<file path="src/rtl/ptw_resp_cache.sv">
// PTW response cache: round-robin intake of walker responses into a fully
// associative translation array, with registered VPN lookup, flush and occupancy.
module ptw_resp_cache #(
  parameter int NCH     = 2,
  parameter int ENTRIES = 4,
  parameter int VPN_W   = 20,
  parameter int PPN_W   = 32,
  localparam int OCC_W  = $clog2(ENTRIES + 1),
  localparam int RR_W   = (NCH > 1) ? $clog2(NCH) : 1,
  localparam int VP_W   = $clog2(ENTRIES)
) (
  input  logic                   clk,
  input  logic                   reset_n,
  input  logic [NCH-1:0]         ptw_valid,
  output logic [NCH-1:0]         ptw_ready,
  input  logic [NCH-1:0]         ptw_error,
  input  logic [NCH*VPN_W-1:0]   ptw_vpn,
  input  logic [NCH*PPN_W-1:0]   ptw_ppn,
  input  logic                   lookup_valid,
  input  logic [VPN_W-1:0]       lookup_vpn,
  input  logic                   flush,
  output logic                   resp_valid,
  output logic                   resp_hit,
  output logic                   resp_error,
  output logic [PPN_W-1:0]       resp_ppn,
  output logic [OCC_W-1:0]       occupancy
);

  logic [ENTRIES-1:0] valid_q, valid_d;
  logic [ENTRIES-1:0] err_q;
  logic [VPN_W-1:0]   tag_q [ENTRIES];
  logic [PPN_W-1:0]   ppn_q [ENTRIES];
  logic [RR_W-1:0]    rr_q, rr_d;
  logic [VP_W-1:0]    vp_q, vp_d;
  logic [OCC_W-1:0]   occ_q, occ_d;

  logic               resp_valid_q, resp_hit_q, resp_error_q;
  logic [PPN_W-1:0]   resp_ppn_q;

  logic               gnt_any;
  logic [RR_W-1:0]    gnt_idx;
  logic [RR_W-1:0]    scan_idx;
  int                 scan_c;
  logic               xfer;
  logic [VPN_W-1:0]   wr_vpn;
  logic [PPN_W-1:0]   wr_ppn;
  logic               wr_err;
  logic               wr_hit, free_any, wr_en;
  logic [VP_W-1:0]    wr_hit_idx, free_idx, wr_idx;
  logic               lk_hit, lk_err;
  logic [PPN_W-1:0]   lk_ppn;

  // Handshake: a response moves on channel i when ptw_valid[i] & ptw_ready[i]
  // at a rising edge; ready is a pure grant (never back-pressured by fullness).
  always_comb begin
    gnt_any  = 1'b0;
    gnt_idx  = '0;
    scan_c   = 0;
    scan_idx = '0;
    for (int k = 0; k < NCH; k++) begin
      scan_c = int'(rr_q) + k;
      if (scan_c >= NCH) scan_c = scan_c - NCH;
      scan_idx = RR_W'(scan_c);
      if (!gnt_any && ptw_valid[scan_idx]) begin
        gnt_any = 1'b1;
        gnt_idx = scan_idx;
      end
    end
  end

  always_comb begin
    ptw_ready = '0;
    if (gnt_any && !flush && reset_n) ptw_ready[gnt_idx] = 1'b1;
  end

  assign xfer   = |(ptw_valid & ptw_ready);
  assign wr_vpn = ptw_vpn[int'(gnt_idx)*VPN_W +: VPN_W];
  assign wr_ppn = ptw_ppn[int'(gnt_idx)*PPN_W +: PPN_W];
  assign wr_err = ptw_error[gnt_idx];

  // Tags are unique by construction, so OR-reducing matches is safe.
  always_comb begin
    wr_hit     = 1'b0;
    wr_hit_idx = '0;
    free_any   = 1'b0;
    free_idx   = '0;
    lk_hit     = 1'b0;
    lk_err     = 1'b0;
    lk_ppn     = '0;
    for (int e = 0; e < ENTRIES; e++) begin
      if (valid_q[e] && tag_q[e] == wr_vpn) begin
        wr_hit     = 1'b1;
        wr_hit_idx = VP_W'(e);
      end
      if (!valid_q[e] && !free_any) begin
        free_any = 1'b1;
        free_idx = VP_W'(e);
      end
      if (valid_q[e] && tag_q[e] == lookup_vpn) begin
        lk_hit = 1'b1;
        lk_err = lk_err | err_q[e];
        lk_ppn = lk_ppn | ppn_q[e];
      end
    end
  end

  always_comb begin
    valid_d = valid_q;
    vp_d    = vp_q;
    occ_d   = occ_q;
    rr_d    = rr_q;
    wr_idx  = vp_q;
    wr_en   = 1'b0;
    if (flush) begin
      valid_d = '0;
      vp_d    = '0;
      occ_d   = '0;
    end else if (xfer) begin
      wr_en = 1'b1;
      rr_d  = (int'(gnt_idx) == NCH - 1) ? '0 : gnt_idx + 1'b1;
      if (wr_hit) begin
        wr_idx = wr_hit_idx;
      end else if (free_any) begin
        wr_idx = free_idx;
        occ_d  = occ_q + 1'b1;
      end else begin
        wr_idx = vp_q;
        vp_d   = (int'(vp_q) == ENTRIES - 1) ? '0 : vp_q + 1'b1;
      end
      valid_d[wr_idx] = 1'b1;
    end
  end

  // Payload needs no reset: valid bits gate every use.
  always_ff @(posedge clk) begin
    if (wr_en) begin
      tag_q[wr_idx] <= wr_vpn;
      ppn_q[wr_idx] <= wr_ppn;
      err_q[wr_idx] <= wr_err;
    end
  end

  always_ff @(posedge clk or negedge reset_n) begin
    if (!reset_n) begin
      valid_q      <= '0;
      rr_q         <= '0;
      vp_q         <= '0;
      occ_q        <= '0;
      resp_valid_q <= 1'b0;
      resp_hit_q   <= 1'b0;
      resp_error_q <= 1'b0;
      resp_ppn_q   <= '0;
    end else begin
      valid_q      <= valid_d;
      rr_q         <= rr_d;
      vp_q         <= vp_d;
      occ_q        <= occ_d;
      resp_valid_q <= lookup_valid;
      resp_hit_q   <= lookup_valid & lk_hit;
      resp_error_q <= lookup_valid & lk_err;
      resp_ppn_q   <= lookup_valid ? lk_ppn : '0;
    end
  end

  assign resp_valid = resp_valid_q;
  assign resp_hit   = resp_hit_q;
  assign resp_error = resp_error_q;
  assign resp_ppn   = resp_ppn_q;
  assign occupancy  = occ_q;

endmodule

</file>
<file path="config.mk">
export PLATFORM = sky130hd
export DESIGN_NAME = ptw_resp_cache
export DESIGN_NICKNAME = d
export VERILOG_FILES = /design/src/rtl/ptw_resp_cache.sv
export SDC_FILE = /design/constraint.sdc
export NUM_CORES = 1
export LEC_CHECK = 0
export BUFFER_PORTS_ARGS = -buffer_cell sky130_fd_sc_hd__buf_2
export CAP_MARGIN = 5
export CORE_AREA = 2 2 205 207
export DETAILED_ROUTE_END_ITERATION = 8
export DIE_AREA = 0 0 207 209
export PLACE_DENSITY = 0.53
export SYNTH_ARGS = -nofsm -noshare
export SYNTH_HDL_FRONTEND = slang
export SYNTH_SLANG_ARGS = --single-unit
</file>
<file path="constraint.sdc">
create_clock -name clk -period 6.7 [get_ports clk]
set_input_delay 1.675 -clock clk [delete_from_list [all_inputs] [get_ports clk]]
set_output_delay 1.675 -clock clk [all_outputs]
set_load 0.01 [all_outputs]
</file>
==> flow_summary_export.csv, run 1 <==
group,metric,value,unit
run_status,status,"finished clean",
power,pwr_density_cell,254,nW/µm²
power,switching_share,25.5,%
placed_design,hpwl,31.7,mm
clocking,clkTransAtPathRegs,0.06,ns
critical_path,setup.worst_path.start,"ptw_valid[0]",
final_layout,nFillCells,4123,
floorplanning,die_w,207,µm
yosys,synth.distinct_cells,76,
sta,skew,0.00995,ns
critical_path,r2r-start,"rr_q",
power,power,3750,µW
floorplanning,rows,75,
final_layout,diodes,0,
floorplanning,start_util,29.6,%
grt,antenna_found_initial,0,
grt,grt-ovfl-total,0,
yosys,syn_nets,1109,
power,p_sw,955,µW
grt,grt_max_degree,47,
critical_path,cpMostUsedCell,"o21ai_1",
clocking,cts_tree,"done",
clocking,post_cts_resized,0,
grt,grt_pass1_wl,61.9,mm
yosys,avgSynthCellArea,12.5,µm²
sta,fin_crit_sh,78.6,%
yosys,yosys_most_used_dff,"edfxtp_1",
placed_design,dpl.cell_count,1669,
grt,grt_pass1_vias,8891,
critical_path,crit_path_max_incr_delay,0.62,ns
critical_path,cp_cell_sequence,"buf_2 > and2b_4 > nor2_8 > o21ai_1 > xor2_1 > or4_1 > nor4_1 > o21a_1 > o21ai_1 > nor2_4 > buf_12",
sta,tightest_slew,0.904,ns
critical_path,path_max_fanout,42,
floorplanning,dieArea,43300,µm²
grt,track_usage,19.3,%
clocking,worst_skew_pair.late_latency,0.56,ns
floorplanning,core_area,41300,µm²
critical_path,critPathLaunchType,"input port",
power,clockPowerShare,41.0,%
yosys,synth_seq_cells,257,
floorplanning,die_h,209,µm
route,drtIter0Drc,974,
final_layout,area.sequential,7490,µm²
power,p_int,2790,µW
critical_path,worstPathArrival,5.52,ns
route,wirelength,42.6,mm
clocking,cts_root_buf,"clkbuf_16",
clocking,h-tree-depth,1,
route,drc,0,
critical_path,endpoint,"tag_q[2][1]",
placed_design,gp_congestion,0.953,
critical_path,critPathCaptureType,"flip-flop",
critical_path,reg2reg_to,"tag_q[2][1]",
route,detail-route-antenna-nets,0,
sta,hold_violations,0,
critical_path,r2r_cells,10,
critical_path,crit_slowest_cell,"nor2_4",
sta,setup_viol,0,
sta,max_freq,190,MHz
critical_path,regToRegSetupSlack,2.23,ns
route,vias_per_cell,5.10,
power,comb_power_share,10.6,%
yosys,synth_edf_count,212,
floorplanning,ioPinCount,172,
final_layout,instances_no_fill,1723,
clocking,cts_hold_buf,0,
critical_path,path_class,"input port to flip-flop",
clocking,cts.sinks,257,
power,leakagePower,0.00554,µW
route,vias,8788,
sta,rsz0062_at_grt,"no",
sta,slew_violations,0,
route,dr.pass1.iters,7,
yosys,ys_seq_area_share,61.3,%
sta,timing.hold.ws,0.562,ns
hold_path,holdPathStages,2,
placed_design,io_buffers,171,
hold_path,hold_start,"ppn_q[1][15]",
clocking,cts.path.max_buffers,3,
critical_path,cp.required,6.96,ns
run,max_cap_violations,0,
final_layout,multi_input_comb_area,4420,µm²
yosys,syn_area,12200,µm²
route,wire_per_inst,24.7,µm
sta,relSlewSlack,39.2,%
clocking,cts_buffers,29,
final_layout,final_nets,1294,
final_layout,drive_gt1_share,22.6,%
clocking,post_cts_buffers,0,
yosys,ys_warn_count,0,
final_layout,final_util,35.7,%
sta,fin_crit,5.27,ns
final_layout,area_growth,20.6,%
sta,tns,0,ns
yosys,syn-instance-count,976,
power,peakVddDrop,0.200,mV
yosys,async_reset_ff_share,17.5,%
power,seqPwrFrac,48.4,%
hold_path,min_path_type,"flip-flop to flip-flop",
-- how the worst min path moves through the flow --
stage	slack [ns]	to
after global routing	0.58	vp_q[0]
after floorplan	0.49	rr_q
after detailed placement	0.55	vp_q[0]
after CTS	0.56	vp_q[0]
final	0.56	resp_ppn[15]
after global placement	0.54	vp_q[0]
-- synthesized netlist by cell type (4+ instances only) --
| cell type | instances | area share [%] |
|---|---|---|
| nor2b_1 | 5 | 0.26 |
| nor3_1 | 13 | 0.53 |
| nand4_1 | 14 | 0.72 |
| a21boi_0 | 34 | 2.1 |
| inv_1 | 52 | 1.6 |
| nor4_1 | 34 | 1.7 |
| a21oi_1 | 26 | 1.1 |
| mux2i_1 | 8 | 0.66 |
| edfxtp_1 | 212 | 52 |
| nand2_1 | 114 | 3.5 |
| dfrtp_1 | 45 | 9.2 |
| clkbuf_1 | 25 | 0.77 |
| xor2_1 | 93 | 6.7 |
| xnor2_1 | 58 | 4.2 |
| a222oi_1 | 4 | 0.33 |
| nand2b_1 | 9 | 0.46 |
| o22ai_1 | 9 | 0.46 |
| nand3_1 | 6 | 0.25 |
| o21ai_0 | 16 | 0.66 |
| a22oi_1 | 69 | 4.2 |
| nor2_1 | 22 | 0.68 |
| o211ai_1 | 4 | 0.25 |
| o2111ai_1 | 11 | 0.79 |
-- worst max-delay path: cells and delay by family --
family	cells	cell delay, ns
xor+xnor	1	0.25
simple gates	5	2.36
compound gates	3	0.80
buf+inv	2	0.39
-- state kept, by name (all words and copies together), names as in the netlist --
name	count
err_q	4
vp_q	2
tag_q	80
valid_q	4
resp_error	1
resp_valid	1
resp_ppn	32
occupancy	3
rr_q	1
ppn_q	128
resp_hit	1
-- cell families after synthesis --
family | count (synthesis) | share of synthesized area [%]
AOI/OAI and AO/OA | 218 | 13.2
xor gates and xnor gates | 151 | 10.8
adders and majority gates | 1 | 0.102
buffers and inverters | 89 | 3.02
DFF | 257 | 61.3
muxes | 14 | 1.28
and+or+nand+nor | 246 | 10.3
-- metrics by stage --
step / area (µm²) / setup slack, ns
finish: 14700 / 1.43
CTS: 14700 / 1.41
floorplan: 12200 / 0.319
detailed placement: 13800 / 0.861
global placement: 13800 / 0.867
global route: 14700 / 1.27
-- per-layer routing --
layer / routed length [µm] / vias to the layer above / track usage, %
met5: 0 / - / 0
met4: 1600 / 0 / 6.95
met3: 2260 / 91 / 2.66
met2: 20200 / 322 / 31.7
met1: 18500 / 4365 / 26.1
li1: - / 4010 / -
-- power by group through the flow --
stage / Sequential (µW) / Clock, µW / Combinational [µW]
after floorplan: 1840 / 0 / 211
after global placement: 1850 / 0 / 395
after detailed placement: 1850 / 0 / 394
after CTS: 1810 / 1560 / 396
after global routing: 1820 / 1640 / 426
final: 1820 / 1540 / 396
-- final cells by class --
type,count,area share [%]
clock buffer,35,5.35
tap,539,4.58
inverter,54,1.39
timing repair buffer,189,6.90
multi-input combinational,630,30.0
clock inverter,19,0.951
sequential,257,50.8
-- layout by cell type (no fill, tap or decap), types with 11 or more instances in the layout --
master and count:
nand2_1 114, xor2_1 93, buf_2 171, dfrtp_1 45, nor2_1 20, xnor2_1 58
nor4_1 30, o21ai_0 16, o2111ai_1 11, a22oi_1 69, buf_4 16, a21boi_0 34
edfxtp_1 212, a21oi_1 26, clkbuf_16 29, nand4_1 14, inv_1 52, nor3_1 11
Power figures use the tool's default switching activity.
==> run 2: changes to the inputs <==
- ABC_AREA: default -> 1
- CORE_AREA: 2 2 205 207 -> 2 2 213 215
- DIE_AREA: 0 0 207 209 -> 0 0 215 217
- PLACE_DENSITY: 0.53 -> 0.52
- clock period: 6.7 -> 4.3 ns (I/O delays scaled with it)
==> flow_summary_export.csv, run 2 <==
group,metric,value,unit
critical_path,worstPathArrival,2.63,ns
floorplanning,rows,78,
clocking,clkTransAtPathRegs,0.06,ns
sta,tightest_slew,0.995,ns
final_layout,multi_input_comb_area,4710,µm²
sta,tns,0,ns
final_layout,nFillCells,4719,
sta,setup_viol,0,
route,vias,11300,
yosys,syn_area,13200,µm²
grt,antenna_found_initial,2,
route,drc,0,
route,wire_per_inst,21.5,µm
yosys,syn_nets,1662,
final_layout,area.sequential,7490,µm²
clocking,cts_root_buf,"clkbuf_16",
yosys,ys_warn_count,0,
route,wirelength,50.4,mm
critical_path,path_class,"input port to output pin",
critical_path,crit_slowest_cell,"nor2_1",
yosys,synth_seq_cells,257,
critical_path,critPathLaunchType,"input port",
power,pwr_density_cell,384,nW/µm²
sta,fin_crit,3.70,ns
yosys,synth_common_cells,"nand2_1, edfxtp_1, inv_1",
yosys,synth.distinct_cells,38,
route,drtIter0Drc,979,
route,detail-route-antenna-nets,0,
clocking,cts_tree,"done",
yosys,yosysMostFrequentCell,"nand2_1",
placed_design,post-place-ws,0.283,ns
floorplanning,die_w,215,µm
placed_design,placed_cell_area,15000,µm²
yosys,async_reset_ff_share,17.5,%
grt,grt_pass1_wl,73.5,mm
placed_design,hpwl,39.0,mm
critical_path,path_max_fanout,17,
floorplanning,die_h,217,µm
yosys,syn-instance-count,1529,
yosys,synth_top_area_share,48.3,%
power,peakVddDrop,0.277,mV
sta,relSlewSlack,33.2,%
clocking,h-tree-depth,1,
floorplanning,dieArea,46700,µm²
final_layout,final_common_cell,"nand2_1",
clocking,worst_skew_pair.late_latency,0.58,ns
yosys,post-synth-top-area-cell,"edfxtp_1",
final_layout,regMostFlops,"ppn_q",
yosys,yosys_most_used_dff,"edfxtp_1",
yosys,avgSynthCellArea,8.63,µm²
grt,track_usage,21.5,%
power,leakagePower,0.00753,µW
grt,grt_pass1_vias,11000,
floorplanning,start_util,29.5,%
sta,fin_crit_sh,86.2,%
floorplanning,ioPinCount,172,
final_layout,final_nets,1856,
yosys,netlist_top_cells_area,"edfxtp_1, nand2_1, dfrtp_1",
run_status,status,"finished clean",
sta,timing.hold.ws,0.523,ns
final_layout,drive_gt1_share,16.7,%
clocking,post_cts_resized,0,
critical_path,cp.required,3.22,ns
placed_design,io_buffers,171,
final_layout,final_cell_mix,"nand2_1, edfxtp_1, inv_1, nor2_1, buf_2",
sta,max_freq,270,MHz
clocking,cts_buffers,30,
hold_path,min_path_type,"flip-flop to flip-flop",
route,vias_per_cell,4.82,
critical_path,crit_path_max_incr_delay,0.37,ns
grt,grt-ovfl-total,0,
yosys,ys_seq_area_share,56.8,%
clocking,cts.sinks,257,
final_layout,fin_area,16000,µm²
final_layout,largest_register_ffs,128,
sta,slew_violations,0,
sta,skew,0.0241,ns
sta,rsz0062_at_grt,"no",
clocking,cts_hold_buf,0,
grt,grt_max_degree,46,
yosys,synth_edf_count,212,
clocking,post_cts_buffers,0,
clocking,cts.path.max_buffers,3,
sta,hold_violations,0,
run,max_cap_violations,0,
critical_path,cp_cell_sequence,"buf_2 > buf_4 > o21ai_0 > nor2_1 > inv_1 > nor2_1 > buf_2",
floorplanning,core_area,44700,µm²
critical_path,critPathCaptureType,"output pin",
final_layout,area_growth,21.0,%
sta,layout_setup_ws,0.595,ns
placed_design,gp_congestion,1.04,
route,dr.pass1.iters,5,
run 2: cell count changes in the layout (fill, tap and decap cells not counted), sizes merged, moves of 29 or more:
cell	previous run	this run
nor2	23	182
nand2	115	552
nor4	35	6
xnor2	58	20
inv	56	201
o22ai	9	67
xor2	93	7
nand3	6	134
a21boi	34	1
a22oi	69	0
run 2: cell families (layout without fill, tap and decap cells):
| family | after synthesis | in the layout | share of synthesized area (%) |
|---|---|---|---|
| xor gates and xnor gates | 27 | 27 | 1.79 |
| buffers and inverters | 244 | 461 | 7.53 |
| DFF | 257 | 257 | 56.8 |
| AOI/OAI and AO/OA | 105 | 105 | 5.05 |
| adders and majority gates | 1 | 1 | 0.0948 |
| other | 0 | 1 | 0 |
| and+or+nand+nor | 895 | 895 | 28.7 |
run 2: where the power goes:
| group | total [µW] | leakage (µW) | switching, µW | internal (µW) |
|---|---|---|---|---|
| clock | 2560 | 0.000475 | 1040 | 1510 |
| sequential | 2820 | 0.00255 | 29.5 | 2790 |
| combinational | 755 | 0.00451 | 541 | 214 |
run 2: final timing paths:
check / endpoint / start / cells after the start / slack (ns)
hold / removal: vp_q[1] / vp_q[1] / 2 / 0.52
setup reg to reg: tag_q[0][1] / rr_q / 15 / 1.03
setup / recovery: ptw_ready[1] / ptw_valid[1] / 7 / 0.60
hold reg to reg: vp_q[1] / vp_q[1] / 2 / 0.52
min in group asynchronous: occupancy[0] / reset_n / 2 / 0.62
max in group asynchronous: resp_ppn[22] / reset_n / 2 / 3.17
run 2: final cells by class:
type / count / share of cell area (%)
multi-input combinational: 1028 / 29.5
clock buffer: 45 / 5.43
inverter: 204 / 4.80
sequential: 257 / 46.9
timing repair buffer: 202 / 7.76
antenna: 1 / 0.0157
clock inverter: 10 / 0.846
tap: 600 / 4.70
run 2: worst max-delay path: cells and delay by family:
kind	cells	cell delay [ns]
AOI/OAI and AO/OA	1	0.23
buffers and inverters	4	0.75
and+or+nand+nor	2	0.55
run 2: metrics by stage:
step,instances,util [%],power (µW)
after floorplan,1529,-,3270
after global placement,2291,33.5,3620
after detailed placement,2291,33.5,3620
after CTS,2346,35.7,6180
after global routing,2346,35.7,6350
final,2347,35.7,6130
run 2: routing by layer:
layer  part of all wire (%)  track usage (%)
met1                     44             29.4
met5                  0.026                0
met4                    3.1             6.30
met3                    7.4             2.89
met2                     46             35.6
==> run 3: changes to the inputs <==
--- a/config.mk
+++ b/config.mk
@@ -6,11 +6,11 @@
 export NUM_CORES = 1
 export LEC_CHECK = 0
-export ABC_AREA = 1
+export ABC_AREA = 0
 export BUFFER_PORTS_ARGS = -buffer_cell sky130_fd_sc_hd__buf_2
 export CAP_MARGIN = 5
-export CORE_AREA = 2 2 213 215
+export CORE_AREA = 2 2 205 207
 export DETAILED_ROUTE_END_ITERATION = 8
-export DIE_AREA = 0 0 215 217
-export PLACE_DENSITY = 0.52
+export DIE_AREA = 0 0 207 209
+export PLACE_DENSITY = 0.53
 export SYNTH_ARGS = -nofsm -noshare
 export SYNTH_HDL_FRONTEND = slang
==> constraint.sdc (replaced) <==
create_clock -name clk -period 4.3 [get_ports clk]
set_input_delay 0.645 -clock clk [delete_from_list [all_inputs] [get_ports clk]]
set_output_delay 0.645 -clock clk [all_outputs]
set_load 0.01 [all_outputs]
==> flow_summary_export.csv, run 3 (synthesis results as in run 1) <==
group,metric,value,unit
run_status,status,"finished clean",
sta,timing.hold.ws,0.327,ns
hold_path,min_path_type,"input port to async pin",
power,p_int,4440,µW
floorplanning,start_util,29.6,%
power,seqPwrFrac,48.5,%
placed_design,dpl.cell_count,1688,
floorplanning,die_h,209,µm
route,dr.pass1.iters,7,
clocking,post_cts_resized,0,
final_layout,area_growth,22.3,%
final_layout,largest_register_ffs,128,
placed_design,hpwl,31.7,mm
sta,max_freq,259,MHz
critical_path,path_class,"flip-flop to flip-flop",
final_layout,regMostFlops,"ppn_q",
route,drc,0,
power,comb_power_share,11.0,%
run,max_cap_violations,0,
critical_path,crit_slowest_cell,"mux2i_1",
route,drtIter0Drc,752,
sta,setup_viol,0,
clocking,cts.path.max_buffers,3,
final_layout,final_nets,1311,
grt,track_usage,19.1,%
power,clockPowerShare,40.6,%
grt,grt_pass1_vias,8787,
clocking,cts.sinks,257,
critical_path,setup.worst_path.start,"rr_q",
route,wire_per_inst,24.4,µm
clocking,post_cts_buffers,0,
critical_path,worstPathArrival,4.07,ns
route,vias_per_cell,5.18,
critical_path,crit_buf_inv,2,
critical_path,cpMostUsedCell,"o21a_1",
sta,skew,0.0114,ns
sta,hold_violations,0,
final_layout,final_common_cell,"edfxtp_1",
clocking,h-tree-depth,1,
critical_path,cp_cell_sequence,"and2b_4 > nor2_8 > buf_4 > mux2i_1 > xnor2_1 > nor4_1 > nand4_1 > o21a_1 > o21a_1 > nor3_4 > buf_12",
floorplanning,rows,75,
critical_path,r2r-start,"rr_q",
critical_path,path_max_fanout,31,
placed_design,gp_congestion,0.935,
grt,antenna_found_initial,1,
final_layout,nFillCells,4069,
power,peakVddDrop,0.242,mV
clocking,cts_buffers,27,
route,wirelength,42.5,mm
power,switching_share,24.0,%
grt,grt-ovfl-total,0,
final_layout,final_cell_mix,"edfxtp_1, buf_2, nand2_1, xor2_1, a22oi_1",
clocking,cts_root_buf,"clkbuf_16",
sta,rsz0062_at_grt,"no",
clocking,cts_hold_buf,0,
route,detail-route-antenna-nets,0,
sta,tightest_slew,0.751,ns
clocking,worst_skew_pair.late_latency,0.53,ns
placed_design,io_buffers,171,
floorplanning,ioPinCount,172,
final_layout,drive_gt1_share,23.5,%
floorplanning,die_w,207,µm
grt,grt_pass1_wl,61.0,mm
critical_path,critPathLaunchType,"flip-flop",
critical_path,crit_path_max_incr_delay,0.61,ns
final_layout,instances_no_fill,1738,
power,leakagePower,0.00562,µW
power,pwr_density_cell,391,nW/µm²
critical_path,cp.required,4.51,ns
sta,fin_crit_sh,89.7,%
final_layout,diodes,0,
floorplanning,core_area,41300,µm²
grt,grt_max_degree,47,
clocking,clkTransAtPathRegs,0.06,ns
route,vias,9001,
sta,relSlewSlack,49.5,%
floorplanning,dieArea,43300,µm²
power,p_sw,1400,µW
critical_path,critPathCaptureType,"flip-flop",
sta,slew_violations,0,
clocking,cts_tree,"done",
sta,fin_crit,3.86,ns
critical_path,crit_family,"simple AND/OR/NAND/NOR gates",
## run 3: final timing paths
kind | end | slack [ns] | cells after the start
hold reg to reg | resp_ppn[23] | 0.56 | 2
max in group asynchronous | resp_ppn[19] | 3.51 | 2
min in group clk | ppn_q[0][3] | 0.46 | 3
setup / recovery | tag_q[1][0] | 0.44 | 11
setup reg to reg | tag_q[1][0] | 0.44 | 11
hold / removal | vp_q[0] | 0.33 | 2
## run 3: per-layer routing
metal | track usage (%) | wire length (µm) | up-vias
met4 | 7.83 | 2010 | 2
met5 | 0 | 17 | -
met3 | 3.55 | 2770 | 102
met1 | 25.3 | 18000 | 4507
li1 | - | - | 4044
met2 | 30.7 | 19700 | 346
## run 3: stage by stage
stage	cell area (µm²)	power [µW]	util (%)	TNS (ns)	setup WS [ns]
after floorplan	12300	3190	-	-19.47	-0.177
after global placement	14000	3520	34.0	0	0.173
after detailed placement	14000	3510	34.0	0	0.138
after CTS	14900	5880	36.2	0	0.473
after global routing	14900	6030	36.2	0	0.242
final	14900	5840	36.2	0	0.443
## run 3: power groups by stage
stage          Clock (µW)  Combinational (µW)  Sequential [µW]
6_report             2370                 639             2830
5_1_grt              2510                 692             2830
4_1_cts              2420                 637             2830
3_5_place_dp            0                 634             2880
3_3_place_gp            0                 638             2880
2_1_floorplan           0                 332             2860
## run 3: worst register-to-register path: cells and delay by family (launching register included)
kind	cells	cell delay, ns
buffers and inverters	2	0.51
AOI/OAI and AO/OA	2	0.43
and+or+nand+nor	5	1.38
muxes	1	0.61
DFF	1	0.41
xor gates and xnor gates	1	0.18
## run 3: cell type report
type	instances	area [µm²]	share of cell area, %
Clock buffer	35	726	4.86
Inverter	54	205	1.37
Multi-Input combinational cell	630	4430	29.6
Timing Repair Buffer	208	1230	8.26
Tap cell	539	674	4.51
Sequential cell	257	7490	50.2
Clock inverter	15	180	1.21
